[src/rtl/regfile_pkg.sv]
// Shared register-file geometry and write-queue defaults.
package regfile_pkg;
    localparam int RF_ADDR_WIDTH    = 5;
    localparam int RF_DATA_WIDTH    = 32;
    localparam int RF_ZERO_REG      = 0;
    localparam int WQ_DEPTH_DEFAULT = 4;
endpackage

[src/rtl/regfile_write_queue_if.sv]
// Producer handshakes, decode hazard lookup and RF write port of the write queue.
// Fwd1Data/Fwd2Data exist only when REGFILE_WQ_BYPASS_EN is defined.
interface regfile_write_queue_if #(
    parameter int DEPTH      = regfile_pkg::WQ_DEPTH_DEFAULT,
    parameter int DATA_WIDTH = regfile_pkg::RF_DATA_WIDTH,
    parameter int ADDR_WIDTH = regfile_pkg::RF_ADDR_WIDTH
);
    localparam int CW = $clog2(DEPTH + 1);

    logic                  AluValid;
    logic [ADDR_WIDTH-1:0] AluReg;
    logic [DATA_WIDTH-1:0] AluData;
    logic                  AluReady;
    logic                  LoadValid;
    logic [ADDR_WIDTH-1:0] LoadReg;
    logic [DATA_WIDTH-1:0] LoadData;
    logic                  LoadReady;
    logic [ADDR_WIDTH-1:0] ReadRegister1;
    logic [ADDR_WIDTH-1:0] ReadRegister2;
    logic                  Hazard1;
    logic                  Hazard2;
    logic [ADDR_WIDTH-1:0] WriteRegister;
    logic [DATA_WIDTH-1:0] WriteData;
    logic                  RegWrite;
    logic [CW-1:0]         Count;
`ifdef REGFILE_WQ_BYPASS_EN
    logic [DATA_WIDTH-1:0] Fwd1Data;
    logic [DATA_WIDTH-1:0] Fwd2Data;
`endif

    modport slave (
        input  AluValid, AluReg, AluData, LoadValid, LoadReg, LoadData,
        input  ReadRegister1, ReadRegister2,
        output AluReady, LoadReady, Hazard1, Hazard2,
        output WriteRegister, WriteData, RegWrite, Count
`ifdef REGFILE_WQ_BYPASS_EN
        , output Fwd1Data, Fwd2Data
`endif
    );

    modport master (
        output AluValid, AluReg, AluData, LoadValid, LoadReg, LoadData,
        output ReadRegister1, ReadRegister2,
        input  AluReady, LoadReady, Hazard1, Hazard2,
        input  WriteRegister, WriteData, RegWrite, Count
`ifdef REGFILE_WQ_BYPASS_EN
        , input Fwd1Data, Fwd2Data
`endif
    );
endinterface

[src/rtl/regfile_write_queue_wq_fifo.sv]
// Two-write/one-read circular buffer; entry views are presented oldest-first.
// ent_data_o exists only when REGFILE_WQ_BYPASS_EN is defined.
module wq_fifo #(
    parameter int DEPTH      = regfile_pkg::WQ_DEPTH_DEFAULT,
    parameter int DATA_WIDTH = regfile_pkg::RF_DATA_WIDTH,
    parameter int ADDR_WIDTH = regfile_pkg::RF_ADDR_WIDTH,
    localparam int CW        = $clog2(DEPTH + 1)
) (
    input  logic                  clk,
    input  logic                  rst,
    input  logic                  wr0_en_i,
    input  logic [ADDR_WIDTH-1:0] wr0_reg_i,
    input  logic [DATA_WIDTH-1:0] wr0_data_i,
    input  logic                  wr1_en_i,
    input  logic [ADDR_WIDTH-1:0] wr1_reg_i,
    input  logic [DATA_WIDTH-1:0] wr1_data_i,
    input  logic                  rd_en_i,
    output logic [CW-1:0]         count_o,
    output logic [ADDR_WIDTH-1:0] head_reg_o,
    output logic [DATA_WIDTH-1:0] head_data_o,
    output logic [DEPTH-1:0]      ent_valid_o,
    output logic [ADDR_WIDTH-1:0] ent_reg_o [DEPTH]
`ifdef REGFILE_WQ_BYPASS_EN
    , output logic [DATA_WIDTH-1:0] ent_data_o [DEPTH]
`endif
);
    localparam int PW = $clog2(DEPTH);

    logic [ADDR_WIDTH-1:0] reg_mem_q  [DEPTH];
    logic [DATA_WIDTH-1:0] data_mem_q [DEPTH];
    logic [PW-1:0]         rd_ptr_q, rd_ptr_d, wr_ptr_q, wr_ptr_d;
    logic [CW-1:0]         count_q, count_d;
    logic                  rd_fire;

    assign rd_fire  = rd_en_i && (count_q != '0);
    assign wr_ptr_d = wr_ptr_q + PW'(wr0_en_i) + PW'(wr1_en_i);
    assign rd_ptr_d = rd_ptr_q + PW'(rd_fire);
    assign count_d  = count_q + CW'(wr0_en_i) + CW'(wr1_en_i) - CW'(rd_fire);

    // NOTE: state registers use <= so every flop samples pre-edge values in parallel.
    always_ff @(posedge clk) begin
        if (rst) begin
            rd_ptr_q <= '0;
            wr_ptr_q <= '0;
            count_q  <= '0;
        end else begin
            rd_ptr_q <= rd_ptr_d;
            wr_ptr_q <= wr_ptr_d;
            count_q  <= count_d;
        end
    end

    // NOTE: storage is not reset; an entry is only observed once count_q covers it.
    always_ff @(posedge clk) begin
        if (wr0_en_i) begin
            reg_mem_q[wr_ptr_q]  <= wr0_reg_i;
            data_mem_q[wr_ptr_q] <= wr0_data_i;
        end
        if (wr1_en_i) begin
            reg_mem_q[wr_ptr_q + PW'(1)]  <= wr1_reg_i;
            data_mem_q[wr_ptr_q + PW'(1)] <= wr1_data_i;
        end
    end

    assign count_o     = count_q;
    assign head_reg_o  = reg_mem_q[rd_ptr_q];
    assign head_data_o = data_mem_q[rd_ptr_q];

    for (genvar g = 0; g < DEPTH; g++) begin : g_ent
        logic [PW-1:0] idx;
        assign idx            = rd_ptr_q + PW'(g);
        assign ent_valid_o[g] = CW'(g) < count_q;
        assign ent_reg_o[g]   = reg_mem_q[idx];
`ifdef REGFILE_WQ_BYPASS_EN
        assign ent_data_o[g]  = data_mem_q[idx];
`endif
    end
endmodule

[src/rtl/regfile_write_queue.sv]
// Write-back queue merging ALU and load results into the single RF write port.
// REGFILE_WQ_BYPASS_EN adds forwarding of the youngest pending write to decode.
module regfile_write_queue #(
    parameter int DEPTH      = regfile_pkg::WQ_DEPTH_DEFAULT,
    parameter int DATA_WIDTH = regfile_pkg::RF_DATA_WIDTH,
    parameter int ADDR_WIDTH = regfile_pkg::RF_ADDR_WIDTH
) (
    input logic                  Clk,
    input logic                  Reset,
    regfile_write_queue_if.slave wq
);
    import regfile_pkg::*;

    localparam int CW = $clog2(DEPTH + 1);
    localparam logic [ADDR_WIDTH-1:0] ZERO_REG = ADDR_WIDTH'(RF_ZERO_REG);

    logic [CW-1:0]         count, free;
    logic                  load_enq, alu_enq;
    logic                  first_en, second_en, fall_through;
    logic [ADDR_WIDTH-1:0] first_reg, head_reg;
    logic [DATA_WIDTH-1:0] first_data, head_data;
    logic                  fifo_wr0_en, fifo_wr1_en;
    logic [ADDR_WIDTH-1:0] fifo_wr0_reg;
    logic [DATA_WIDTH-1:0] fifo_wr0_data;
    logic [DEPTH-1:0]      ent_valid;
    logic [ADDR_WIDTH-1:0] ent_reg [DEPTH];
    logic                  out_valid_q, out_valid_d;
    logic [ADDR_WIDTH-1:0] out_reg_q, out_reg_d;
    logic [DATA_WIDTH-1:0] out_data_q, out_data_d;

    // Space is judged on the registered count alone; a same-cycle dequeue never helps.
    assign free         = CW'(DEPTH) - count;
    assign wq.LoadReady = free >= CW'(1);
    assign wq.AluReady  = wq.LoadValid ? (free >= CW'(2)) : (free >= CW'(1));
    assign load_enq     = wq.LoadValid && wq.LoadReady && (wq.LoadReg != ZERO_REG);
    assign alu_enq      = wq.AluValid && wq.AluReady && (wq.AluReg != ZERO_REG);

    // NOTE: every always_comb output gets a default first so no latch is inferred.
    always_comb begin
        first_en      = load_enq || alu_enq;
        second_en     = load_enq && alu_enq;
        first_reg     = load_enq ? wq.LoadReg  : wq.AluReg;
        first_data    = load_enq ? wq.LoadData : wq.AluData;
        fall_through  = (count == '0) && first_en;
        fifo_wr0_en   = fall_through ? second_en : first_en;
        fifo_wr0_reg  = fall_through ? wq.AluReg  : first_reg;
        fifo_wr0_data = fall_through ? wq.AluData : first_data;
        fifo_wr1_en   = fall_through ? 1'b0 : second_en;

        out_valid_d = 1'b0;
        out_reg_d   = out_reg_q;
        out_data_d  = out_data_q;
        if (count != '0) begin
            out_valid_d = 1'b1;
            out_reg_d   = head_reg;
            out_data_d  = head_data;
        end else if (first_en) begin
            out_valid_d = 1'b1;
            out_reg_d   = first_reg;
            out_data_d  = first_data;
        end
    end

    always_ff @(posedge Clk) begin
        if (Reset) begin
            out_valid_q <= 1'b0;
            out_reg_q   <= '0;
            out_data_q  <= '0;
        end else begin
            out_valid_q <= out_valid_d;
            out_reg_q   <= out_reg_d;
            out_data_q  <= out_data_d;
        end
    end

`ifdef REGFILE_WQ_BYPASS_EN
    logic [DATA_WIDTH-1:0] ent_data [DEPTH];
    logic [DATA_WIDTH-1:0] fwd1, fwd2;
`endif

    wq_fifo #(
        .DEPTH(DEPTH), .DATA_WIDTH(DATA_WIDTH), .ADDR_WIDTH(ADDR_WIDTH)
    ) u_fifo (
        .clk        (Clk),
        .rst        (Reset),
        .wr0_en_i   (fifo_wr0_en),
        .wr0_reg_i  (fifo_wr0_reg),
        .wr0_data_i (fifo_wr0_data),
        .wr1_en_i   (fifo_wr1_en),
        .wr1_reg_i  (wq.AluReg),
        .wr1_data_i (wq.AluData),
        .rd_en_i    (count != '0),
        .count_o    (count),
        .head_reg_o (head_reg),
        .head_data_o(head_data),
        .ent_valid_o(ent_valid),
        .ent_reg_o  (ent_reg)
`ifdef REGFILE_WQ_BYPASS_EN
        , .ent_data_o(ent_data)
`endif
    );

    assign wq.WriteRegister = out_reg_q;
    assign wq.WriteData     = out_data_q;
    assign wq.RegWrite      = out_valid_q;
    assign wq.Count         = count;

`ifdef REGFILE_WQ_BYPASS_EN
    // Oldest first, so the youngest match is the one left standing.
    always_comb begin
        fwd1 = (out_valid_q && (out_reg_q == wq.ReadRegister1)) ? out_data_q : '0;
        fwd2 = (out_valid_q && (out_reg_q == wq.ReadRegister2)) ? out_data_q : '0;
        for (int i = 0; i < DEPTH; i++) begin
            if (ent_valid[i] && (ent_reg[i] == wq.ReadRegister1)) fwd1 = ent_data[i];
            if (ent_valid[i] && (ent_reg[i] == wq.ReadRegister2)) fwd2 = ent_data[i];
        end
    end

    assign wq.Fwd1Data = fwd1;
    assign wq.Fwd2Data = fwd2;
    assign wq.Hazard1  = 1'b0;
    assign wq.Hazard2  = 1'b0;
`else
    logic hit1, hit2;

    always_comb begin
        hit1 = out_valid_q && (out_reg_q == wq.ReadRegister1);
        hit2 = out_valid_q && (out_reg_q == wq.ReadRegister2);
        for (int i = 0; i < DEPTH; i++) begin
            if (ent_valid[i] && (ent_reg[i] == wq.ReadRegister1)) hit1 = 1'b1;
            if (ent_valid[i] && (ent_reg[i] == wq.ReadRegister2)) hit2 = 1'b1;
        end
    end

    assign wq.Hazard1 = hit1 && (wq.ReadRegister1 != ZERO_REG);
    assign wq.Hazard2 = hit2 && (wq.ReadRegister2 != ZERO_REG);
`endif
endmodule

[src/flat_wrapper.sv]
// flat-port wrapper written by rule: the top's interface ports become plain ports
module regfile_write_queue_flat import regfile_pkg::*;
#(
    parameter int DEPTH      = regfile_pkg::WQ_DEPTH_DEFAULT,
    parameter int DATA_WIDTH = regfile_pkg::RF_DATA_WIDTH,
    parameter int ADDR_WIDTH = regfile_pkg::RF_ADDR_WIDTH
)
  (Clk, Reset, wq_AluValid, wq_AluReg, wq_AluData, wq_LoadValid, wq_LoadReg, wq_LoadData, wq_ReadRegister1, wq_ReadRegister2, wq_AluReady, wq_LoadReady, wq_Hazard1, wq_Hazard2, wq_WriteRegister, wq_WriteData, wq_RegWrite, wq_Count);
  regfile_write_queue_if #(.DEPTH(DEPTH), .DATA_WIDTH(DATA_WIDTH), .ADDR_WIDTH(ADDR_WIDTH)) wq_i ();
  input logic Clk;
  input logic Reset;
  input wire logic [$bits(wq_i.AluValid)-1:0] wq_AluValid;
  input wire logic [$bits(wq_i.AluReg)-1:0] wq_AluReg;
  input wire logic [$bits(wq_i.AluData)-1:0] wq_AluData;
  input wire logic [$bits(wq_i.LoadValid)-1:0] wq_LoadValid;
  input wire logic [$bits(wq_i.LoadReg)-1:0] wq_LoadReg;
  input wire logic [$bits(wq_i.LoadData)-1:0] wq_LoadData;
  input wire logic [$bits(wq_i.ReadRegister1)-1:0] wq_ReadRegister1;
  input wire logic [$bits(wq_i.ReadRegister2)-1:0] wq_ReadRegister2;
  output wire logic [$bits(wq_i.AluReady)-1:0] wq_AluReady;
  output wire logic [$bits(wq_i.LoadReady)-1:0] wq_LoadReady;
  output wire logic [$bits(wq_i.Hazard1)-1:0] wq_Hazard1;
  output wire logic [$bits(wq_i.Hazard2)-1:0] wq_Hazard2;
  output wire logic [$bits(wq_i.WriteRegister)-1:0] wq_WriteRegister;
  output wire logic [$bits(wq_i.WriteData)-1:0] wq_WriteData;
  output wire logic [$bits(wq_i.RegWrite)-1:0] wq_RegWrite;
  output wire logic [$bits(wq_i.Count)-1:0] wq_Count;
  assign wq_i.AluValid = wq_AluValid;
  assign wq_i.AluReg = wq_AluReg;
  assign wq_i.AluData = wq_AluData;
  assign wq_i.LoadValid = wq_LoadValid;
  assign wq_i.LoadReg = wq_LoadReg;
  assign wq_i.LoadData = wq_LoadData;
  assign wq_i.ReadRegister1 = wq_ReadRegister1;
  assign wq_i.ReadRegister2 = wq_ReadRegister2;
  assign wq_AluReady = wq_i.AluReady;
  assign wq_LoadReady = wq_i.LoadReady;
  assign wq_Hazard1 = wq_i.Hazard1;
  assign wq_Hazard2 = wq_i.Hazard2;
  assign wq_WriteRegister = wq_i.WriteRegister;
  assign wq_WriteData = wq_i.WriteData;
  assign wq_RegWrite = wq_i.RegWrite;
  assign wq_Count = wq_i.Count;
  regfile_write_queue #(.DEPTH(DEPTH), .DATA_WIDTH(DATA_WIDTH), .ADDR_WIDTH(ADDR_WIDTH)) u_core (.Clk(Clk), .Reset(Reset), .wq(wq_i));
endmodule
[config.mk]
export PLATFORM = sky130hd
export DESIGN_NAME = regfile_write_queue_flat
export DESIGN_NICKNAME = d
export VERILOG_FILES = /design/src/rtl/regfile_pkg.sv /design/src/rtl/regfile_write_queue_if.sv /design/src/rtl/regfile_write_queue_wq_fifo.sv /design/src/rtl/regfile_write_queue.sv /design/src/flat_wrapper.sv
export SDC_FILE = /design/constraint.sdc
export NUM_CORES = 1
export LEC_CHECK = 0
export CAP_MARGIN = 20
export CORE_MARGIN = 2
export CORE_UTILIZATION = 55
export CTS_BUF_LIST = sky130_fd_sc_hd__clkbuf_16
export DETAILED_ROUTE_END_ITERATION = 10
export GPL_TIMING_DRIVEN = 1
export PLACE_DENSITY = 0.85
export SYNTH_ARGS = -nofsm -noshare
export SYNTH_HDL_FRONTEND = slang
export SYNTH_HIERARCHICAL = 1
export SYNTH_SLANG_ARGS = --single-unit
export TNS_END_PERCENT = 1
[constraint.sdc]
create_clock -name Clk -period 7.2 [get_ports Clk]
set_clock_uncertainty 0.15 [all_clocks]
set_input_delay 1.08 -clock Clk [delete_from_list [all_inputs] [get_ports Clk]]
set_output_delay 1.08 -clock Clk [all_outputs]
set_load 0.01 [all_outputs]
Yosys cells after proc, flatten, opt, wreduce, memory -nomap -nowiden
Memories as Yosys holds them, arrays and structs flattened. A register that Yosys moved wholly into a read port is not among the register bits.
Index checks and enable logic that the tools add are counted.
Widths: inputs -> output; s select.
{ "op_classes": {"reduce_logical": 26, "addsub": 11, "eq_ne": 10, "muxes": 27, "magnitude_cmp": 6} }
{ "ops": {"columns": ["operator", "n"], "rows": [
  ["$mux 32", 4],
  ["$eq 5x5->1", 10],
  ["$mux 5", 4],
  ["$reduce_bool 5->1", 4],
  ["$logic_and 1x1->1", 18],
  ["$mux 1", 17],
  ["$add 2x1->2", 3],
  ["$add 3x1->3", 2],
  ["$lt 1x3->1 const A", 2],
  ["$lt 2x3->1 const A", 2],
  ["$add 2x1->2 const B", 2],
  ["$add 2x2->2 const B", 2],
  ["$mux 2", 2],
  ["$ge 3x1->1 const B", 1],
  ["$ge 3x2->1 const B", 1],
  ["$logic_not 3->1", 1],
  ["$reduce_bool 3->1", 1],
  ["$sub 3x1->3", 1],
  ["$sub 3x3->3 const A", 1],
  ["$reduce_bool 2->1", 1],
  ["$logic_or 1x1->1", 1]
]} }
{ "totals": {"mem_bits_rw": 148, "out_inout_bits": 45, "wordCells": 88, "regBits": 45, "in_bits": 88, "memories": 2} }
{ "memory_table": {"columns": ["memory", "depth", "width", "rd", "rd_clocked_by_memory_dff", "wr", "line_no", "source"], "rows": [
  ["u_core.u_fifo.data_mem_q", 4, 32, 1, 1, 2, "regfile_write_queue_wq_fifo.sv:30", "logic [DATA_WIDTH-1:0] data_mem_q [DEPTH];"],
  ["u_core.u_fifo.reg_mem_q", 4, 5, 4, 1, 2, "regfile_write_queue_wq_fifo.sv:29", "logic [ADDR_WIDTH-1:0] reg_mem_q [DEPTH];"]
]} }

Longest topological paths before layout
{ "logic_depth": {"depth_word": 11, "ltp_mapped": 15, "depth_no_buf": 14} }

Hierarchy
The synthesis kept the hierarchy.
{ "modules_own_cells": {"columns": ["mod", "cells_each", "area_per_inst_um2", "instances"], "rows": [
  ["wq_fifo", 428, 8360.5, 1],
  ["regfile_write_queue", 402, 3096.7, 1]
]} }

Worst setup path before layout
Ideal clock, no wire load.
{ "synth_path": {"path_kind": "reg-to-reg", "startpoint": "register u_core.u_fifo.count_q[0] (netlist: u_core/u_fifo/count_o[0])", "endpoint": "memory u_core/u_fifo/data_mem_q[0][0] (netlist bit), enable pin", "required_ps": 6567, "n_path_buf": 2, "synth_period_minus_slack_ps": 5602, "slack_ps": 1598, "arrival_ps": 4970, "setup_time_ps": 483, "stages_incl_launch_ff": 12, "cell_sequence": "dfxtp_1 > inv_1 > ha_1 > ha_1 > or4b_1 > o211ai_1 > buf_4 > buf_4 > maj3_1 > inv_1 > nand2b_1 > o21ai_0"} }
{ "synth_rtl": {"columns": ["item", "line_no", "source"], "rows": [
  ["start: declaration", "regfile_write_queue_wq_fifo.sv:32", "logic [CW-1:0] count_q, count_d;"],
  ["start signal: assignment", "regfile_write_queue_wq_fifo.sv:49", "count_q <= count_d;"],
  ["end: declaration", "regfile_write_queue_wq_fifo.sv:30", null]
]} }

==> flow_summary.json <==
{
  "critPathMostFrequentCell": "nand3_1",
  "max-slew-margin-rel_pct": 33.3,
  "period_needed_ns": 4.80,
  "worst_r2r_path_depth": 12,
  "drive_above_1_share_pct": 30.9,
  "h-tree-depth": 4,
  "worstPathArrival_ns": 3.57,
  "cts_inserted_buffers": 17,
  "place_ws_ns": 2.17,
  "grt_usage_pct": 24.6,
  "report.final.hold_viol_count": 0,
  "synth_async_sr_flop_share_pct": 0,
  "clkPwrFrac_pct": 15.0,
  "cp_slowest_cell": "dfxtp_4",
  "utilization_pct": 65.6,
  "dp_hpwl_mm": 17.2,
  "dr.pass1.iters": 9,
  "cp-endpoint": "wq_Hazard1",
  "num_rows": 52,
  "io_pins": 133,
  "synthesis.nets": 929,
  "ant_nets": 0,
  "root_buffer": "clkbuf_16",
  "worstHoldStart": "u_core/wq.WriteData[28]",
  "die_h_um": 148,
  "tightest_slew_ns": 0.999,
  "route.detailed.drc": 0,
  "synth.cell_area_um2": 11500,
  "grt_pass1_vias": 7586,
  "nFillCells": 1440,
  "synth_ff_type": "edfxtp_1",
  "p_sw_share_pct": 35.3,
  "grt-ovfl-total": 0,
  "synth.distinct_cells": 46,
  "antennaDiodeCount": 0,
  "syn_inst": 830,
  "cts_resized": 0,
  "setup_viol": 0,
  "vdd_drop_max_v": 0.000271,
  "initial_core_util_pct": 56.3,
  "placed_cells_incl_taps": 1175,
  "holdWs_ns": 0.360,
  "status": "finished clean",
  "core_um2": 20400,
  "cts_setup_buffers": 0,
  "synth-edff-count": 148,
  "final_max_slew_viol_count": 0,
  "r2r_start": "u_core/u_fifo/count_o[0]",
  "routed_wl_mm": 26.7,
  "maxCapViolCount": 0,
  "setup_slack_ns": 2.40,
  "layout.nets": 1023,
  "leakagePower_nw": 4.85,
  "timing.critical_path.slowest_cell_delay_ns": 1.02,
  "avgSynthCellArea_um2": 13.8,
  "internal-power_mw": 3.96,
  "cts_sinks": 193,
  "critPathCaptureType": "output pin",
  "grt_max_degree": 54,
  "tns_ns": 0,
  "antenna_found_initial": 0,
  "stdcell_count": 1207,
  "r2r_setup_slack_ns": 2.70,
  "rsz0062_at_grt": "false",
  "via_count": 7447,
  "crit_required_ns": 5.97,
  "crit_start": "u_core/u_fifo/rd_ptr_q[0]",
  "seq_power_share_pct": 34.0,
  "vias_per_cell": 6.17,
  "clockBufferDepth": 2,
  "cts_tree": "yes",
  "ys_ff_latch": 193,
  "critical_path.cell_chain": "mux4_2, xor2_1, nor4_1, nand3_1, nand3_1, o22a_1, clkdlybuf4s50_1",
  "combPwrFrac_pct": 51.0,
  "yosys_warnings": 6,
  "clkLatencyLatePin_ns": 0.44,
  "final.period_utilization_pct": 66.7,
  "path_clk_slew_ns": 0.07,
  "hold_buffers": 0,
  "grt_pass1_wl_mm": 41.3,
  "drt_iter0_markers": 824,
  "wl_per_cell_um": 22.1,
  "gp_congestion": 0.890,
  "rr_endpoint": "u_core/u_fifo/data_mem_q[0][8]",
  "holdCritPathClass": "reg2reg",
  "yosysSeqAreaShare_pct": 46.7,
  "power_density_nw_per_um2": 458,
  "die_width_um": 148,
  "final_common_cell": "nor2_1",
  "cp-start-kind": "flip-flop",
  "port_buffers": 132,
  "critical_path_class": "reg2out",
  "area_growth_pct": 16.6,
  "clock.fmax_mhz": 208,
  "path_max_fanout": 53,
  "layout_common_cells": "nor2_1 (152), edfxtp_1 (148), clkdlybuf4s50_1 (131)",
  "p_sw_mw": 2.16,
  "dieArea_um2": 22000
}
==> final cells by class <==
class                           instances  area, um2  area share [%]
Tap cell                              270        338            2.53
Sequential cell                       193       5350            40.0
Timing Repair Buffer                  147       1450            10.9
Clock inverter                         15        134            1.00
Inverter                               13       48.8           0.365
Multi-Input combinational cell        552       5610            42.0
Clock buffer                           17        425            3.18
==> metrics by stage <==
stage          power (mW)  cell area (um2)
6_report             6.12            13400
3_5_place_dp         5.18            12800
5_1_grt              6.44            13400
4_1_cts              6.10            13400
2_1_floorplan        4.43            11500
3_3_place_gp         5.07            12800
==> worst max-delay path, delay by kind of cell, from the launching register on <==
family                    cells  cell delay, ns
muxes                         1            0.65
DFF                           1            1.02
and+or+nand+nor               3            0.56
buffers and inverters         1            0.54
AOI/OAI and AO/OA             1            0.17
xor gates and xnor gates      1            0.17
==> power groups by stage <==
| stage | registers [mW] | clock network, mW | logic (mW) |
|---|---|---|---|
| 6_report | 2.08 | 0.916 | 3.12 |
| 5_1_grt | 2.13 | 0.966 | 3.35 |
| 4_1_cts | 2.08 | 0.923 | 3.10 |
| 3_5_place_dp | 2.10 | 0 | 3.07 |
| 3_3_place_gp | 2.09 | 0 | 2.98 |
| 2_1_floorplan | 2.02 | 0 | 2.40 |
==> registers in the layout, indices dropped and copies added, names as in the netlist <==
name	count
u_core/u_fifo/data_mem_q	128
u_core/wq.WriteRegister	5
u_core/u_fifo/wr_ptr_q	2
u_core/wq.RegWrite	1
u_core/wq.WriteData	32
u_core/u_fifo/reg_mem_q	20
u_core/u_fifo/rd_ptr_q	2
u_core/u_fifo/count_o	3
==> synthesized netlist by cell type, types with 2 or more instances <==
library cell / n / area share (%)
buf_2: 15 / 0.66
o22a_1: 2 / 0.15
o21ai_0: 2 / 0.087
dfxtp_1: 45 / 7.9
xnor2_1: 12 / 0.92
fa_1: 3 / 0.52
nor2b_1: 6 / 0.33
clkbuf_1: 20 / 0.66
buf_4: 16 / 1.0
nand2_1: 4 / 0.13
buf_1: 3 / 0.098
inv_1: 13 / 0.43
edfxtp_1: 148 / 39
mux4_2: 52 / 10
nor3_1: 2 / 0.087
nor2_1: 154 / 5.0
nor4_1: 10 / 0.55
xor2_1: 41 / 3.1
buf_12: 3 / 0.52
ha_1: 8 / 0.87
mux2_4: 84 / 11
mux2_2: 96 / 9.4
mux2_1: 4 / 0.39
or4_1: 4 / 0.26
buf_6: 15 / 1.5
nand3_1: 12 / 0.52
a222oi_1: 37 / 3.2
==> cell families (layout without fill, tap and decap cells) <==
logic type | count (synthesis) | count (layout) | share of synthesized area [%]
AO/OA/AOI/OAI | 52 | 52 | 4.28
XOR/XNOR | 53 | 53 | 4.05
adder cells (fa/ha/maj) | 12 | 12 | 1.49
buffers and inverters | 85 | 192 | 4.88
flip-flops | 193 | 193 | 46.7
multiplexers | 237 | 237 | 31.1
AND/OR/NAND/NOR | 198 | 198 | 7.50
==> layer usage <==
layer / GRT usage [%] / vias to the layer above / part of all wire [%]
met5: 0 / - / 0
met1: 33.2 / 3727 / 42
met2: 41.0 / 342 / 49
li1: - / 3349 / -
met3: 4.60 / 29 / 7.3
met4: 7.14 / 0 / 1.5
==> how the worst min path moves through the flow <==
| stage | to | slack [ns] | depth (start not counted) |
|---|---|---|---|
| 6_report | u_core/wq.WriteData[28] | 0.36 | 2 |
| 5_1_grt | u_core/wq.WriteData[11] | 0.38 | 2 |
| 4_1_cts | u_core/wq.WriteData[28] | 0.36 | 2 |
| 3_5_place_dp | u_core/wq.WriteData[14] | 0.34 | 2 |
| 3_3_place_gp | u_core/wq.WriteData[19] | 0.34 | 2 |
| 2_1_floorplan | u_core/wq.WriteData[0] | 0.39 | 2 |
Power figures use the tool's default switching activity.
